<file path="config.mk">
export PLATFORM = sky130hd
export DESIGN_NAME = jogada_round_timer_flat
export DESIGN_NICKNAME = d
export VERILOG_FILES = /design/src/rtl/jogada_round_timer_if.sv /design/src/rtl/jogada_round_timer.sv /design/src/flat_wrapper.sv
export SDC_FILE = /design/constraint.sdc
export NUM_CORES = 1
export LEC_CHECK = 0
export CORE_ASPECT_RATIO = 0.8
export CORE_MARGIN = 8
export CORE_UTILIZATION = 52
export DETAILED_ROUTE_END_ITERATION = 7
export PLACE_DENSITY = 0.88
export SLEW_MARGIN = 0
export SYNTH_ARGS = -nofsm -noshare
export SYNTH_HDL_FRONTEND = slang
export SYNTH_SLANG_ARGS = --single-unit
</file>
<file path="constraint.sdc">
create_clock -name clock -period 4.2 [get_ports clock]
set_input_delay 0.84 -clock clock [delete_from_list [all_inputs] [get_ports clock]]
set_output_delay 0.84 -clock clock [all_outputs]
set_load 0.005 [all_outputs]
</file>
<file path="src/rtl/jogada_round_timer_if.sv">
// Bundle of control inputs and round-status outputs for jogada_round_timer.
// Latency: none, plain wiring between the driver and the timer.
// Backpressure: none; every signal is a level or a one-cycle pulse.
interface jogada_round_timer_if #(
  parameter int N = 29
);
  logic         iniciar;
  logic         jogada_feita;
  logic [1:0]   nivel_dificuldade;
  logic [N-1:0] contador_jogo;
  logic [N-1:0] mid_idx;
  logic [N-1:0] max_idx;
  logic         gerar_jogada;
  logic         trigger;
  logic         acerto;
  logic         timeout;
  logic [N-1:0] tempo_resposta;
  logic [7:0]   rodada;
  logic         rodada_ativa;
  logic         fim_jogo;
  logic         vitoria;

  // Game controller side: issues start/response/level, observes status.
  modport master (
    output iniciar, jogada_feita, nivel_dificuldade,
    input  contador_jogo, mid_idx, max_idx, gerar_jogada, trigger,
    input  acerto, timeout, tempo_resposta, rodada, rodada_ativa,
    input  fim_jogo, vitoria
  );

  // Timer side.
  modport slave (
    input  iniciar, jogada_feita, nivel_dificuldade,
    output contador_jogo, mid_idx, max_idx, gerar_jogada, trigger,
    output acerto, timeout, tempo_resposta, rodada, rodada_ativa,
    output fim_jogo, vitoria
  );
endinterface

</file>
<file path="src/rtl/jogada_round_timer.sv">
// Round timer: counts each round, emits new-frame/mid-round pulses, judges hit or timeout.
// Latency: iniciar -> gerar_jogada next cycle; acerto/timeout one cycle after the deciding edge.
// Backpressure: none; pulses are fire-and-forget, inputs outside their window are ignored.
module jogada_round_timer #(
  parameter int N       = 29,
  parameter int T0      = 150_000_000,
  parameter int T1      = 100_000_000,
  parameter int T2      = 50_000_000,
  parameter int T3      = 75_000_000,
  parameter int GAP     = 25_000_000,
  parameter int RODADAS = 10
) (
  input  logic                  clock,
  input  logic                  reset,
  jogada_round_timer_if.slave   bus
);

  typedef enum logic [2:0] {
    IDLE    = 3'd0,
    PREPARA = 3'd1,
    CONTA   = 3'd2,
    ESPERA  = 3'd3,
    FIM     = 3'd4
  } state_t;

  localparam logic [N-1:0] LAST0    = N'(T0 - 1);
  localparam logic [N-1:0] LAST1    = N'(T1 - 1);
  localparam logic [N-1:0] LAST2    = N'(T2 - 1);
  localparam logic [N-1:0] LAST3    = N'(T3 - 1);
  localparam logic [31:0]  GAP_LAST = 32'(GAP - 1);
  localparam logic [8:0]   WIN_CNT  = 9'(RODADAS);

  state_t       state;
  state_t       state_nxt;
  logic [N-1:0] contador;
  logic [N-1:0] mid_q;
  logic [N-1:0] max_q;
  logic [N-1:0] tempo_q;
  logic [7:0]   rodada_q;
  logic         acerto_q;
  logic         timeout_q;
  logic         vitoria_q;
  logic [31:0]  gap_cnt;

  logic [N-1:0] lvl_last;
  logic [7:0]   rodada_sat;
  logic         win;
  logic         enter_prep;
  logic         new_game;
  logic         gerar_c;
  logic         trigger_c;
  logic         ativa_c;
  logic         fim_c;

  // Last count of a round for the currently requested difficulty.
  always_comb begin
    lvl_last = LAST0;
    case (bus.nivel_dificuldade)
      2'd0:    lvl_last = LAST0;
      2'd1:    lvl_last = LAST1;
      2'd2:    lvl_last = LAST2;
      default: lvl_last = LAST3;
    endcase
  end

  // Hit-count increment saturates so a long game never wraps back to zero.
  assign rodada_sat = (rodada_q == 8'hFF) ? 8'hFF : rodada_q + 8'd1;
  assign win        = (({1'b0, rodada_q} + 9'd1) == WIN_CNT);

  // State register.
  always_ff @(posedge clock or posedge reset) begin
    if (reset) state <= IDLE;
    else       state <= state_nxt;
  end

  // Next-state decode and the state-derived status outputs.
  always_comb begin
    state_nxt = state;
    gerar_c   = 1'b0;
    trigger_c = 1'b0;
    ativa_c   = 1'b0;
    fim_c     = 1'b0;
    case (state)
      IDLE: begin
        if (bus.iniciar) state_nxt = PREPARA;
      end
      PREPARA: begin
        gerar_c   = 1'b1;
        state_nxt = CONTA;
      end
      CONTA: begin
        ativa_c   = 1'b1;
        trigger_c = (contador == mid_q);
        // A response on the final count still wins over the timeout.
        if (bus.jogada_feita)      state_nxt = win ? FIM : ESPERA;
        else if (contador == max_q) state_nxt = FIM;
      end
      ESPERA: begin
        if (gap_cnt == GAP_LAST) state_nxt = PREPARA;
      end
      FIM: begin
        fim_c = 1'b1;
        if (bus.iniciar) state_nxt = PREPARA;
      end
      default: state_nxt = IDLE;
    endcase
  end

  assign enter_prep = (state_nxt == PREPARA) && (state != PREPARA);
  assign new_game   = enter_prep && ((state == IDLE) || (state == FIM));

  // Round datapath: thresholds, counters, verdict pulses and score.
  always_ff @(posedge clock or posedge reset) begin
    if (reset) begin
      contador  <= '0;
      mid_q     <= '0;
      max_q     <= '0;
      tempo_q   <= '0;
      rodada_q  <= '0;
      acerto_q  <= 1'b0;
      timeout_q <= 1'b0;
      vitoria_q <= 1'b0;
      gap_cnt   <= '0;
    end else begin
      acerto_q  <= 1'b0;
      timeout_q <= 1'b0;

      // Level is latched only here, so mid-round changes wait for the next round.
      if (enter_prep) begin
        max_q    <= lvl_last;
        mid_q    <= lvl_last >> 1;
        contador <= '0;
        if (new_game) begin
          rodada_q  <= '0;
          vitoria_q <= 1'b0;
        end
      end

      if (state == CONTA) begin
        if (bus.jogada_feita) begin
          tempo_q  <= contador;
          rodada_q <= rodada_sat;
          acerto_q <= 1'b1;
          gap_cnt  <= '0;
          if (win) vitoria_q <= 1'b1;
        end else if (contador == max_q) begin
          timeout_q <= 1'b1;
        end else begin
          contador <= contador + N'(1);
        end
      end

      if ((state == ESPERA) && (state_nxt == ESPERA)) gap_cnt <= gap_cnt + 32'd1;
    end
  end

  assign bus.contador_jogo  = contador;
  assign bus.mid_idx        = mid_q;
  assign bus.max_idx        = max_q;
  assign bus.gerar_jogada   = gerar_c;
  assign bus.trigger        = trigger_c;
  assign bus.acerto         = acerto_q;
  assign bus.timeout        = timeout_q;
  assign bus.tempo_resposta = tempo_q;
  assign bus.rodada         = rodada_q;
  assign bus.rodada_ativa   = ativa_c;
  assign bus.fim_jogo       = fim_c;
  assign bus.vitoria        = vitoria_q;

endmodule
</file>
<file path="src/flat_wrapper.sv">
// flat-port wrapper written by rule: the top's interface ports become plain ports
module jogada_round_timer_flat 
#(
  parameter int N       = 29,
  parameter int T0      = 150_000_000,
  parameter int T1      = 100_000_000,
  parameter int T2      = 50_000_000,
  parameter int T3      = 75_000_000,
  parameter int GAP     = 25_000_000,
  parameter int RODADAS = 10
)
  (clock, reset, bus_iniciar, bus_jogada_feita, bus_nivel_dificuldade, bus_contador_jogo, bus_mid_idx, bus_max_idx, bus_gerar_jogada, bus_trigger, bus_acerto, bus_timeout, bus_tempo_resposta, bus_rodada, bus_rodada_ativa, bus_fim_jogo, bus_vitoria);
  jogada_round_timer_if #(.N(N)) bus_i ();
  input  logic clock;
  input  logic reset;
  input wire logic [$bits(bus_i.iniciar)-1:0] bus_iniciar;
  input wire logic [$bits(bus_i.jogada_feita)-1:0] bus_jogada_feita;
  input wire logic [$bits(bus_i.nivel_dificuldade)-1:0] bus_nivel_dificuldade;
  output wire logic [$bits(bus_i.contador_jogo)-1:0] bus_contador_jogo;
  output wire logic [$bits(bus_i.mid_idx)-1:0] bus_mid_idx;
  output wire logic [$bits(bus_i.max_idx)-1:0] bus_max_idx;
  output wire logic [$bits(bus_i.gerar_jogada)-1:0] bus_gerar_jogada;
  output wire logic [$bits(bus_i.trigger)-1:0] bus_trigger;
  output wire logic [$bits(bus_i.acerto)-1:0] bus_acerto;
  output wire logic [$bits(bus_i.timeout)-1:0] bus_timeout;
  output wire logic [$bits(bus_i.tempo_resposta)-1:0] bus_tempo_resposta;
  output wire logic [$bits(bus_i.rodada)-1:0] bus_rodada;
  output wire logic [$bits(bus_i.rodada_ativa)-1:0] bus_rodada_ativa;
  output wire logic [$bits(bus_i.fim_jogo)-1:0] bus_fim_jogo;
  output wire logic [$bits(bus_i.vitoria)-1:0] bus_vitoria;
  assign bus_i.iniciar = bus_iniciar;
  assign bus_i.jogada_feita = bus_jogada_feita;
  assign bus_i.nivel_dificuldade = bus_nivel_dificuldade;
  assign bus_contador_jogo = bus_i.contador_jogo;
  assign bus_mid_idx = bus_i.mid_idx;
  assign bus_max_idx = bus_i.max_idx;
  assign bus_gerar_jogada = bus_i.gerar_jogada;
  assign bus_trigger = bus_i.trigger;
  assign bus_acerto = bus_i.acerto;
  assign bus_timeout = bus_i.timeout;
  assign bus_tempo_resposta = bus_i.tempo_resposta;
  assign bus_rodada = bus_i.rodada;
  assign bus_rodada_ativa = bus_i.rodada_ativa;
  assign bus_fim_jogo = bus_i.fim_jogo;
  assign bus_vitoria = bus_i.vitoria;
  jogada_round_timer #(.N(N), .T0(T0), .T1(T1), .T2(T2), .T3(T3), .GAP(GAP), .RODADAS(RODADAS)) u_core (.clock(clock), .reset(reset), .bus(bus_i));
endmodule
</file>
# Word-level counts from Yosys, hierarchy flattened
# Cells that the tools add are included.
# totals
reg_bits,161
elab_cells,72
out_inout_bits,131
# op_classes
n_reduce_logical,11
mux,33
n_addsub,4
eq_ne,14
# ops
cell,count
two-way mux 29 bit,4
two-way mux 32 bit,3
one-hot mux 28 bit (3 select lines),1
two-way mux 8 bit,5
"adder 32 x 1 -> 32 bit, second input constant",1
"equality test 32 x 25 -> 1 bit, second input constant",1
"adder 29 x 1 -> 29 bit, second input constant",1
equality test 29 x 28 -> 1 bit,1
equality test 29 bit,1
two-way mux 3 bit,5
two-way mux 1 bit,14
one-hot mux 3 bit (4 select lines),1
"adder 8 x 1 -> 9 bit, second input constant",1
"equality test 3 x 2 -> 1 bit, second input constant",3
"equality test 9 x 4 -> 1 bit, second input constant",1
"adder 8 x 1 -> 8 bit, second input constant",1
"equality test 8 bit, second input constant",1
"equality test 3 x 1 -> 1 bit, second input constant",2
AND reduction 2 bit,2
nonzero test 2 bit,2
"equality test 3 bit, second input constant",1
logical AND 1 bit,3
logical NOT 3 bit,1
"inequality test 3 x 1 -> 1 bit, second input constant",1
5 further kinds,5

# Longest topological paths before layout
# Gate-level depths: netlist (run 1).
# depth
ltp_word,13
ltp_mapped,11
ltp_nobuf,10

# Worst setup path after synthesis (run 1)
# OpenSTA, ideal clock, no wires.
# synth_timing
path_kind,register -> output
from,reg u_core.mid_q[21] (netlist: u_core.bus.mid_idx[21])
to,out bus_trigger
path_slack_ns,1.464
t_arrival_ns,1.896
path_stages_with_launch,7
path_buffers,1
cell_sequence,dfrtp_1 -> buf_6 -> or4_1 -> a211o_1 -> nor2_1 -> nand2_1 -> nor4_1
# synth_between
elab_chain_cells,2
# synth_lines
item,line,text
start: declaration,jogada_round_timer.sv:36,logic [N-1:0] mid_q;
start signal: assignment,jogada_round_timer.sv:131,mid_q <= lvl_last >> 1;
equality test 29 x 28 -> 1 bit,jogada_round_timer.sv:93,trigger_c = (contador == mid_q);
two-way mux 1 bit,jogada_round_timer.sv:83,case (state)
end: declaration,flat_wrapper.sv:23,output wire logic [$bits(bus_i.trigger)-1:0] bus_trigger;
# Every way passes these cells.

# Worst setup path in the final report (run 1)
# Ends and elaborated chain as after synthesis.

==> results of run 1 <==
[flip-flops by register name (all words and copies together) (netlist names)]
| name | flops |
|---|---|
| u_core.gap_cnt | 32 |
| u_core.bus.contador_jogo | 29 |
| u_core.bus.tempo_resposta | 29 |
| u_core.bus.mid_idx | 10 |
| u_core.bus.rodada | 8 |
| u_core.state | 3 |
| u_core.bus.acerto | 1 |
| u_core.bus.timeout | 1 |
| u_core.bus.vitoria | 1 |
[final timing paths]
check / endpoint / cells after the start
worst max register to register: u_core.bus.contador_jogo[9] / 7
min in group asynchronous: u_core.bus.mid_idx[24] / 2
max in group asynchronous: u_core.bus.contador_jogo[10] / 3
worst min-delay path: u_core.bus.tempo_resposta[8] / 2
worst max-delay path: bus_trigger / 7
worst min register to register: u_core.bus.tempo_resposta[8] / 2
[layout by cell type (no fill, tap or decap), types with 7 or more instances in the layout]
master           count
nand2_1            135
clkdlybuf4s50_1    129
dfrtp_1            114
o21ai_0             59
nor2_1              40
nand3_1             34
nor3_1              27
and3_1              25
nand4_1             22
clkbuf_16           17
a21oi_1             16
xnor2_1             14
inv_1               10
and2_1              10
xor2_1              10
a31oi_1             10
mux2i_1             10
buf_4                9
and4_1               8
o31ai_1              8
o21ai_1              7
conb_1               7
[worst max-delay path, delay by kind of cell (launching register included)]
family,cells,cell delay [ns]
compound gates,1,0.35
flops,1,0.36
buf+inv,2,0.78
simple gates,4,0.89
[power breakdown]
part	internal [mW]	total, mW	leakage (nW)	switching (mW)
Combinational	0.684	1.42	1.69	0.732
Clock	1.03	1.54	0.306	0.501
Sequential	1.24	1.49	1.55	0.250
[layout make-up]
cell class | instances | share of cell area [%]
clock inverter | 10 | 1.95
inverter | 11 | 0.549
sequential | 114 | 35.8
timing repair buffer | 138 | 17.0
multi-input combinational | 519 | 36.4
clock buffer | 22 | 5.95
tap | 152 | 2.39
[layer usage]
| layer | track usage (%) | wire length, um | vias up | share of wire, % |
|---|---|---|---|---|
| li1 | - | - | 2658 | - |
| met1 | 28.7 | 7400 | 2776 | 42 |
| met2 | 34.2 | 8020 | 307 | 45 |
| met3 | 7.21 | 1900 | 35 | 11 |
| met4 | 9.99 | 401 | 0 | 2.3 |
| met5 | 0 | 0 | - | 0 |
[cell families after synthesis]
logic type / synth area share, %
multiplexers: 1.58
other: 0.0592
AND/OR/NAND/NOR: 26.2
XOR/XNOR: 3.32
flip-flops: 45.0
AO/OA/AOI/OAI: 13.2
adder cells (fa/ha/maj): 0.790
buffers and inverters: 9.84
[stage by stage]
step,power [mW],worst slack [ns],hold slack [ns]
finish,4.45,0.557,0.473
global route,4.67,0.467,0.493
CTS,4.45,0.556,0.475
detailed placement,2.90,0.998,0.462
global placement,2.86,1.02,0.458
floorplan,2.35,0.344,0.438
==> flow_summary.json, run 1 <==
{
  "fmax_mhz": 275,
  "critPathLaunch": "u_core.bus.mid_idx[21]",
  "drc": 0,
  "drv_cap": 0,
  "power_density_mw_per_mm2": 558,
  "crit_type": "register to output port",
  "grt_max_degree": 47,
  "root_buffer": "clkbuf_16",
  "slowest_stage": "clkdlybuf4s50_1",
  "synth-seq-cells": 114,
  "start_kind": "register",
  "die_h_um": 115,
  "status": "completed",
  "multiInputGateArea_mm2": 0.00290,
  "syn_to_final_growth_pct": 25.9,
  "p_leak_nw": 3.55,
  "grt_pass1_wl_um": 28900,
  "worstSkewPairLatency_ns": 0.42,
  "h-tree-depth": 4,
  "num-fill-cells": 887,
  "via_per_inst": 5.98,
  "num_vias": 5776,
  "routedWlPerCell_um": 18.3,
  "antenna_found_initial": 0,
  "synth-main-ff-cell": "dfrtp_1",
  "synth.distinct_cells": 52,
  "place_inst": 934,
  "cts_tree": "built",
  "slew_viol_final": 0,
  "avgSynthCellArea_um2": 8.64,
  "grt_pass1_vias": 5622,
  "cp.required_ns": 3.36,
  "n_antenna_cell": 0,
  "overflow": 0,
  "clk_path_buf_depth": 2,
  "netlist_instances": 733,
  "yosys-top-cells-count": "135 x nand2_1, 114 x dfrtp_1, 59 x o21ai_0, 49 x buf_4, 40 x nor2_1",
  "synth_edf_count": 0,
  "synth_area_mm2": 0.00633,
  "critPathCaptureType": "output port",
  "ir_drop_mv": 0.403,
  "hold_path.class": "register to register",
  "cts_resized": 0,
  "grt_usage_pct": 22.4,
  "synthTopCellsByArea": "dfrtp_1 45%, nand2_1 8.0%, buf_4 5.8%",
  "setup_viol": 0,
  "synth_top_area_share_pct": 45.0,
  "clkSinkCount": 114,
  "hp-start": "u_core.bus.tempo_resposta[8]",
  "core-area_mm2": 0.0120,
  "start_util_pct": 52.7,
  "rows": 36,
  "die_area_mm2": 0.0160,
  "skew_ns": 0.00943,
  "critPathMaxFanout": 29,
  "first_pass_iters": 5,
  "r2r_slack_ns": 1.26,
  "stdcell_count": 966,
  "rr_startpoint": "u_core.bus.mid_idx[21]",
  "postCtsHoldBufs": 0,
  "boundaryPins": 137,
  "worst_slew_pin_slew_ns": 1.16,
  "drtIter0Drc": 614,
  "drive_above_1_share_pct": 6.14,
  "yosys.area.top_type": "dfrtp_1",
  "placed_area_mm2": 0.00734,
  "numPortBuffers": 129,
  "hold_viol": 0,
  "nets": 811,
  "cts_setup_buffers": 0,
  "setup-tns-final_ns": 0,
  "clk_pin_slew_ns": 0.05,
  "path_cells": "buf_4 -> or4_1 -> a211o_1 -> nor2_1 -> nand2_1 -> nor4_1 -> clkdlybuf4s50_1",
  "synth_warnings": 0,
  "hpwlAfterDp_um": 12100,
  "min_period_over_period_pct": 86.7,
  "cp_data_arrival_time_ns": 2.80,
  "min_period_ns": 3.64,
  "finalWeightedCongestion": 0.866,
  "final_core_util_pct": 66.3,
  "seqCellArea_mm2": 0.00285,
  "rsz0062_at_grt": "false",
  "fin_area_mm2": 0.00797,
  "dieWidth_um": 139,
  "max_stage_delay_ns": 0.57,
  "synth.most_common_cell": "nand2_1",
  "maxSlewHeadroom_pct": 22.2,
  "routed_wl_um": 17700,
  "cts_buffers": 17,
  "ys_seq_area_share_pct": 45.0,
  "ant_nets": 0,
  "postSynth.asyncResetShare_pct": 100
}
Note: power is estimated with default switching activity, not from simulation.
==> inputs of run 2 (changes only) <==
- CORE_UTILIZATION: 52 -> 64
- DONT_BUFFER_PORTS: default -> 1
- MAX_ROUTING_LAYER: default -> met4
- PLACE_DENSITY: 0.88 -> 0.86
==> flow_summary.json, run 2 (synthesis results as in run 1) <==
{
  "start_kind": "register",
  "seqPwrFrac_pct": 40.0,
  "largest_reg_flops": 32,
  "clk_pin_slew_ns": 0.06,
  "critPathMaxFanout": 8,
  "worst_r2r_endpoint": "u_core.bus.contador_jogo[9]",
  "via_per_inst": 6.56,
  "drtIter0Drc": 709,
  "critPathCaptureType": "output port",
  "p_clk_share_pct": 37.0,
  "min_period_over_period_pct": 77.7,
  "fmax_mhz": 306,
  "critical_path_depth": 5,
  "num_vias": 5375,
  "regMostFlops": "u_core.gap_cnt",
  "numPortBuffers": 0,
  "power_density_mw_per_mm2": 589,
  "drive_above_1_share_pct": 7.32,
  "power_switching_mw": 1.47,
  "sw_frac_of_total_pct": 37.7,
  "min_period_ns": 3.27,
  "clkSinkCount": 114,
  "ir_drop_mv": 0.467,
  "antenna_found_initial": 0,
  "hpwlAfterDp_um": 11000,
  "status": "completed",
  "cts_setup_buffers": 0,
  "dieWidth_um": 127,
  "cp_data_arrival_time_ns": 2.43,
  "setup-tns-final_ns": 0,
  "final_common_cell": "nand2_1",
  "final_core_util_pct": 68.5,
  "crit_type": "register to output port",
  "postCtsHoldBufs": 0,
  "path_cells": "or4_1 -> a211o_1 -> nor2_1 -> nand2_1 -> nor4_1",
  "start_util_pct": 65.7,
  "p_int_mw": 2.42,
  "die_area_mm2": 0.0134,
  "die_h_um": 105,
  "hold_path.class": "input port to async pin",
  "h-tree-depth": 4,
  "r2r_cells": 7,
  "r2r_slack_ns": 1.26,
  "drc": 0,
  "grt_usage_pct": 25.8,
  "finalWeightedCongestion": 0.870,
  "cts_buffers": 17,
  "nets": 680,
  "grt_max_degree": 55,
  "skew_ns": 0.00802,
  "max_stage_delay_ns": 0.54,
  "rows": 32,
  "p_leak_nw": 3.03,
  "cp.required_ns": 3.36,
  "routedWlPerCell_um": 20.5,
  "grt_pass1_vias": 5157,
  "layout_common_cells": "135 x nand2_1, 114 x dfrtp_1, 59 x o21ai_0",
  "worst_slew_pin_slew_ns": 1.25,
  "overflow": 0,
  "routed_wl_um": 16800,
  "maxSlewHeadroom_pct": 16.1,
  "slew_viol_final": 0,
  "hold_viol": 0,
  "rsz0062_at_grt": "false",
  "first_pass_iters": 5,
  "boundaryPins": 137,
  "critical_path.top_delay_family": "simple AND/OR/NAND/NOR gates",
  "clk_path_buf_depth": 2,
  "drv_cap": 0,
  "rr_startpoint": "u_core.bus.mid_idx[21]",
  "slowest_stage": "or4_1",
  "core-area_mm2": 0.00965,
  "path_buf_inv": 0,
  "cts_tree": "built",
  "grt_pass1_wl_um": 27100,
  "ant_nets": 0,
  "pwr-share-comb_pct": 23.0,
  "setup_viol": 0,
  "n_antenna_cell": 0,
  "root_buffer": "clkbuf_16",
  "cts_resized": 0,
  "worstSkewPairLatency_ns": 0.41,
  "syn_to_final_growth_pct": 4.36
}
## run 2: changes by cell type in the layout (fill, tap and decap cells not counted)
cell             delta
buf_4               -2
clkinv_2            -3
clkbuf_8            -2
clkdlybuf4s50_1   -129
inv_6               +5
clkbuf_1            -2
clkinvlp_4          +4
bufinv_16           -2
## run 2: worst register-to-register path, cell delays in order (launching register included)
cell and delay [ns]:
dfrtp_1 0.44, buf_4 0.38, xor2_1 0.10, or4_1 0.47
nor3_1 0.37, a21o_1 0.64, nor3b_1 0.13, a211o_1 0.30
## run 2: cell type report
type	instances	area (um^2)
inverter	11	43.8
multi-input combinational	519	2900
fill	700	3040
tap	136	170
sequential	114	2850
clock buffer	18	439
clock inverter	14	154
timing repair buffer	7	52.6
## run 2: per-stage QoR
| step | instance area (um^2) | hold WS, ns | cells | worst slack, ns | total power, mW |
|---|---|---|---|---|---|
| 2_1_floorplan | 6360 | 0.438 | 739 | 0.344 | 2.35 |
| 3_3_place_gp | 6020 | 0.462 | 787 | 1.44 | 2.37 |
| 3_5_place_dp | 6020 | 0.466 | 787 | 1.30 | 2.43 |
| 4_1_cts | 6610 | 0.429 | 819 | 0.924 | 3.89 |
| 5_1_grt | 6610 | 0.466 | 819 | 0.751 | 4.07 |
| 6_report | 6610 | 0.399 | 819 | 0.935 | 3.89 |
## run 2: how the worst max path moves through the flow
stage / startpoint / to
final: u_core.bus.contador_jogo[21] / bus_trigger
after detailed placement: u_core.bus.mid_idx[21] / u_core.bus.contador_jogo[9]
after floorplan: reset / u_core.bus.acerto
after CTS: u_core.bus.contador_jogo[21] / bus_trigger
after global routing: u_core.bus.contador_jogo[20] / bus_trigger
after global placement: u_core.bus.mid_idx[21] / u_core.bus.contador_jogo[9]
## run 2: per-layer routing
metal,global-route usage [%],vias to the layer above,wire (um)
met3,8.18,36,1860
met4,10.0,0,384
li1,-,2397,-
met5,-,-,0
met2,38.3,344,7710
met1,32.2,2598,6800
## run 2: power by group through the flow
stage	clock network [mW]	registers (mW)	logic, mW
after floorplan	0	1.44	0.910
after global placement	0	1.55	0.821
after detailed placement	0	1.56	0.870
after CTS	1.45	1.55	0.886
after global routing	1.50	1.59	0.986
final	1.44	1.56	0.896
